[src/rtl/cache_req_arbiter.sv]
// Two-requester round-robin arbiter/sequencer for the cache model: accept -> start -> wait done/watchdog -> 1-cycle tagged response.
// Latency >= 3 cycles accept-to-response, grants >= 4 cycles apart; ready only in IDLE. `ARB_STATS_EN adds grant/abort counters.
module cache_req_arbiter #(
  parameter int ADDR_W  = 48,
  parameter int OP_W    = 8,
  parameter int TIMEOUT = 64,
  parameter int CNT_W   = 16
) (
  input  logic              clk,
  input  logic              reset,
  input  logic              req0_valid,
  input  logic [ADDR_W-1:0] req0_addr,
  input  logic [OP_W-1:0]   req0_op,
  input  logic              req0_lvl,
  output logic              req0_ready,
  input  logic              req1_valid,
  input  logic [ADDR_W-1:0] req1_addr,
  input  logic [OP_W-1:0]   req1_op,
  input  logic              req1_lvl,
  output logic              req1_ready,
  output logic [ADDR_W-1:0] cache_addr,
  output logic [OP_W-1:0]   cache_op,
  output logic              cache_lvl,
  output logic              cache_start,
  input  logic              cache_done,
  output logic              resp_valid,
  output logic              resp_id,
  output logic              resp_err,
  output logic              busy,
  output logic              timeout_err
`ifdef ARB_STATS_EN
  ,
  output logic [CNT_W-1:0]  grant_cnt0,
  output logic [CNT_W-1:0]  grant_cnt1,
  output logic [CNT_W-1:0]  abort_cnt
`endif
);

  typedef enum logic [1:0] {S_IDLE, S_ISSUE, S_WAIT, S_RESP} state_t;

  localparam int TW = 16;
  localparam logic [TW-1:0] WDOG_LAST = TW'(TIMEOUT - 1);

  state_t          state, state_nxt;
  logic            rr;
  logic [TW-1:0]   wdog;
  logic            xfer;
  logic            expire;

  // rr = 1 gives requester 1 priority when both are valid
  assign req0_ready = (state == S_IDLE) && req0_valid && (!req1_valid || !rr);
  assign req1_ready = (state == S_IDLE) && req1_valid && (!req0_valid || rr);
  assign xfer       = req0_ready || req1_ready;
  assign expire     = (state == S_WAIT) && !cache_done && (wdog == WDOG_LAST);

  always_ff @(posedge clk or posedge reset) begin
    if (reset) state <= S_IDLE;
    else       state <= state_nxt;
  end

  always_comb begin
    state_nxt = state;
    case (state)
      S_IDLE:  if (xfer) state_nxt = S_ISSUE;
      S_ISSUE: state_nxt = S_WAIT;
      S_WAIT:  if (cache_done || (wdog == WDOG_LAST)) state_nxt = S_RESP;
      S_RESP:  state_nxt = S_IDLE;
      default: state_nxt = S_IDLE;
    endcase
  end

  always_ff @(posedge clk or posedge reset) begin
    if (reset) begin
      cache_addr  <= '0;
      cache_op    <= '0;
      cache_lvl   <= 1'b0;
      cache_start <= 1'b0;
      resp_valid  <= 1'b0;
      resp_id     <= 1'b0;
      resp_err    <= 1'b0;
      busy        <= 1'b0;
      timeout_err <= 1'b0;
      rr          <= 1'b0;
      wdog        <= '0;
    end else begin
      cache_start <= (state_nxt == S_ISSUE);
      resp_valid  <= (state_nxt == S_RESP);
      busy        <= (state_nxt != S_IDLE);
      // Cache bus only moves on a grant, so the cache sees exactly one address change per access
      if (xfer) begin
        cache_addr <= req1_ready ? req1_addr : req0_addr;
        cache_op   <= req1_ready ? req1_op   : req0_op;
        cache_lvl  <= req1_ready ? req1_lvl  : req0_lvl;
        resp_id    <= req1_ready;
        resp_err   <= 1'b0;
      end
      if (state == S_ISSUE)
        wdog <= '0;
      else if ((state == S_WAIT) && (wdog != WDOG_LAST))
        wdog <= wdog + 1'b1;
      if (expire) begin
        resp_err    <= 1'b1;
        timeout_err <= 1'b1;
      end
      if (state == S_RESP)
        rr <= ~resp_id;
    end
  end

`ifdef ARB_STATS_EN
  always_ff @(posedge clk or posedge reset) begin
    if (reset) begin
      grant_cnt0 <= '0;
      grant_cnt1 <= '0;
      abort_cnt  <= '0;
    end else begin
      if (req0_ready) grant_cnt0 <= grant_cnt0 + 1'b1;
      if (req1_ready) grant_cnt1 <= grant_cnt1 + 1'b1;
      if (expire)     abort_cnt  <= abort_cnt + 1'b1;
    end
  end
`endif

endmodule

[config.mk]
export PLATFORM = sky130hd
export DESIGN_NAME = cache_req_arbiter
export DESIGN_NICKNAME = d
export VERILOG_FILES = /design/src/rtl/cache_req_arbiter.sv
export SDC_FILE = /design/constraint.sdc
export NUM_CORES = 1
export LEC_CHECK = 0
export ABC_CLOCK_PERIOD_IN_PS = 3230
export CAP_MARGIN = 20
export CORE_AREA = 5 5 104 106
export DETAILED_ROUTE_END_ITERATION = 10
export DIE_AREA = 0 0 109 111
export PLACE_DENSITY = 0.79
export SYNTH_ARGS = -nofsm -noshare
export SYNTH_HDL_FRONTEND = slang
export SYNTH_SLANG_ARGS = --single-unit
[constraint.sdc]
create_clock -name clk -period 3.23 [get_ports clk]
set_input_delay 0.4845 -clock clk [delete_from_list [all_inputs] [get_ports clk]]
set_output_delay 0.4845 -clock clk [all_outputs]
set_load 0.02 [all_outputs]
==> run summary <==
initial drt markers - 102
worst rel slew slack - 50.7%
CTS tree - done
CP startpoint - state[0]$_DFF_PP0_
worst skew pair latency - 0.35 ns
Static Leakage - 2.88 nW
NetSw - 1.92 mW
pre-CTS setup slack - 0.784 ns
Seq pwr share - 33.7%
IO buf count - 183
DR vias/cell - 4.92
# placed instances - 684
max_cap viols - 0
Final setup violation count - 0
setup TNS - 0 ns
reg-to-reg endpoint - wdog[12]$_DFFE_PP0P_
largest net degree at the start of global routing - 84
Post-DP HPWL - 8230 µm
Antenna Cells - 0
Post-CTS Setup Inserts - 0
clock power share - 16.5%
num rows - 36
clock root buffer - clkbuf_8
crit-path max FO - 4
Hold WS - 0.478 ns
crit end category - output pin
CP endpoint - req0_ready
Ys Warns - 0
DRC viols - 0
R2R cell count - 6
total wire length - 10,800 µm
Post-synth ARST share - 100%
P&R area growth vs syn - 55.5%
first-pass GRT wire length - 17,300 µm
IO Pins - 184
Starting Density - 40.5%
Worst R2R Start - state[0]$_DFF_PP0_
die width - 109 µm
Critical Path AT - 2.10 ns
Worst Slack Setup Final - 0.641 ns
DR vias - 3,446
min-delay worst type - flip-flop to flip-flop
outcome - completed
fmax - 386 MHz
Clock Path Buffers - 2
Nets - 687
1st-pass router iterations - 5
number of flops mapped to enable cells by yosys - 0
clk_skew - 0.00850 ns
worst-margin pin slew - 0.740 ns
worst reg-to-reg setup slack - 1.07 ns
vias in the first global route - 3,503
H-tree level count - 3
combinational share of power - 49.8%
Synth area leader - dfrtp_1
gp weighted congestion - 0.806
grt ovf - 0
Num CTS Buffers - 9
Avg WL per Cell - 15.4 µm
initial antenna violation count - 0
CP Launch Type - flip-flop
post-cts resize count - 0
share of layout cells above drive strength 1 - 5.11%
total track usage - 18.2%
Main synth FF type - dfrtp_1
Syn Inst Count - 385
fillers - 822
Sw Share - 38.8%
Final min period - 2.59 ns
Worst VDD drop - 0.457 mV
register area share after synthesis - 52.3%
multi-input logic area - 1750 µm²
number of clock sinks - 82
worst setup path class - flip-flop to output pin
Die Span Y - 111 µm
Syn Std Cell Area - 3920 µm²
register cell area after layout - 2050 µm²
fin crit share - 80.2%
synthesis-stage register bit count - 82
Antenna Nets Post-Route - 0
Die ar. - 12,100 µm²
Final Max Slew Viols - 0
Synth area leaders - dfrtp_1 (52%), mux2i_1 (15%), o21ai_0 (7.5%), nand2_1 (6.4%), ha_1 (1.9%)
Hold Fails Final Rpt - 0
post-route insts no fill - 700
clock-pin slew on the worst setup and hold paths - 0.08 ns
total power - 4.96 mW
Power Internal - 3.03 mW
count of different cell masters after synthesis - 36
CTS Hold Bufs - 0
power density over the cells - 813 nW/µm²
Post-Syn Area per Cell - 10.2 µm²
syn nets - 510
RSZ-0062 raised after global routing - false
core area - 9680 µm²
CP Data Required Time - 2.75 ns
Yosys top cell area share - 52.3%
-- critical path, cell delays in order (launching register included) --
cell	delay, ns
dfrtp_1	0.41
inv_1	0.13
ha_1	0.34
nand2_1	0.09
a21oi_1	0.14
clkdlybuf4s50_1	0.63
-- stage by stage --
step,util [%],cell area [µm²]
after floorplan,-,3920
after global placement,60.7,5880
after detailed placement,60.7,5880
after CTS,62.9,6090
after global routing,62.9,6090
final,62.9,6090
-- cells by family after synthesis --
logic type	count (synthesis)	share of synthesized area, %
and+or+nand+nor	120	15.1
buffers and inverters	31	3.61
AOI/OAI and AO/OA	85	11.5
xor gates and xnor gates	2	0.447
muxes	59	15.1
DFF	82	52.3
adders and majority gates	6	1.92
-- worst min-delay path by stage --
stage,from,end,slack [ns],depth (start not counted)
finish,cache_op[2]$_DFFE_PP0P_,cache_op[2]$_DFFE_PP0P_,0.48,2
global route,timeout_err$_DFFE_PP0P_,timeout_err$_DFFE_PP0P_,0.50,1
CTS,cache_addr[11]$_DFFE_PP0P_,cache_addr[11]$_DFFE_PP0P_,0.49,2
detailed placement,cache_addr[11]$_DFFE_PP0P_,cache_addr[11]$_DFFE_PP0P_,0.47,2
global placement,timeout_err$_DFFE_PP0P_,timeout_err$_DFFE_PP0P_,0.45,1
floorplan,wdog[9]$_DFFE_PP0P_,wdog[9]$_DFFE_PP0P_,0.53,2
-- cells in the mapped netlist (all sizes together) (2+ instances only) --
| cell | instances |
|---|---|
| clkbuf | 11 |
| or3 | 7 |
| xnor2 | 2 |
| nor2 | 8 |
| and3 | 2 |
| mux2i | 57 |
| ha | 6 |
| and4 | 2 |
| o31ai | 2 |
| mux2 | 2 |
| nor2b | 4 |
| dfrtp | 82 |
| o21ai | 68 |
| nand3 | 7 |
| buf | 11 |
| nor4 | 2 |
| or4 | 4 |
| a21oi | 12 |
| or2 | 2 |
| nand4 | 6 |
| nor3 | 4 |
| inv | 9 |
| nand2 | 67 |
-- state kept, by name, indices dropped and copies added (netlist names) --
register     count
timeout_err      1
state            2
busy             1
cache_lvl        1
rr               1
resp_id          1
cache_start      1
cache_op         8
cache_addr      48
wdog            16
resp_valid       1
resp_err         1
-- cell type report --
cell class | instances | area share (%)
clock buffer | 14 | 2.50
clock inverter | 2 | 0.985
inverter | 9 | 0.575
multi-input combinational | 272 | 28.7
sequential | 82 | 33.7
tap | 133 | 2.73
timing repair buffer | 188 | 30.9
-- power groups by stage --
stage,clock [mW],combinational (mW),sequential [mW]
after detailed placement,0,2.51,1.69
after global routing,0.887,2.69,1.73
after global placement,0,2.46,1.67
after floorplan,0,0.901,2.11
final,0.817,2.47,1.67
after CTS,0.841,2.52,1.68
-- per-layer routing --
| metal | track usage (%) | part of all wire [%] | up-vias | routed length (µm) |
|---|---|---|---|---|
| li1 | - | - | 1702 | - |
| met1 | 21.0 | 39 | 1604 | 4230 |
| met2 | 31.0 | 51 | 129 | 5430 |
| met3 | 6.64 | 8.6 | 11 | 928 |
| met4 | 5.72 | 1.5 | 0 | 159 |
| met5 | 0 | 0 | - | 0 |
-- placed cells by master (no fill, tap or decap), types with 2 or more instances in the layout --
cell type,count
a21oi_1,12
and4_4,2
buf_4,4
bufinv_16,2
clkbuf_1,4
clkbuf_8,10
clkdlybuf4s50_1,183
dfrtp_1,82
ha_1,6
inv_1,8
mux2_2,2
mux2i_1,57
nand2_1,67
nand3_1,7
nand4_1,5
nor2_1,8
nor2b_1,4
nor3_1,4
nor4_1,2
o21ai_0,59
o21ai_1,8
o31ai_1,2
or2_2,2
or3_1,7
or4_1,4
xnor2_1,2
(Power assumes the default switching activity.)
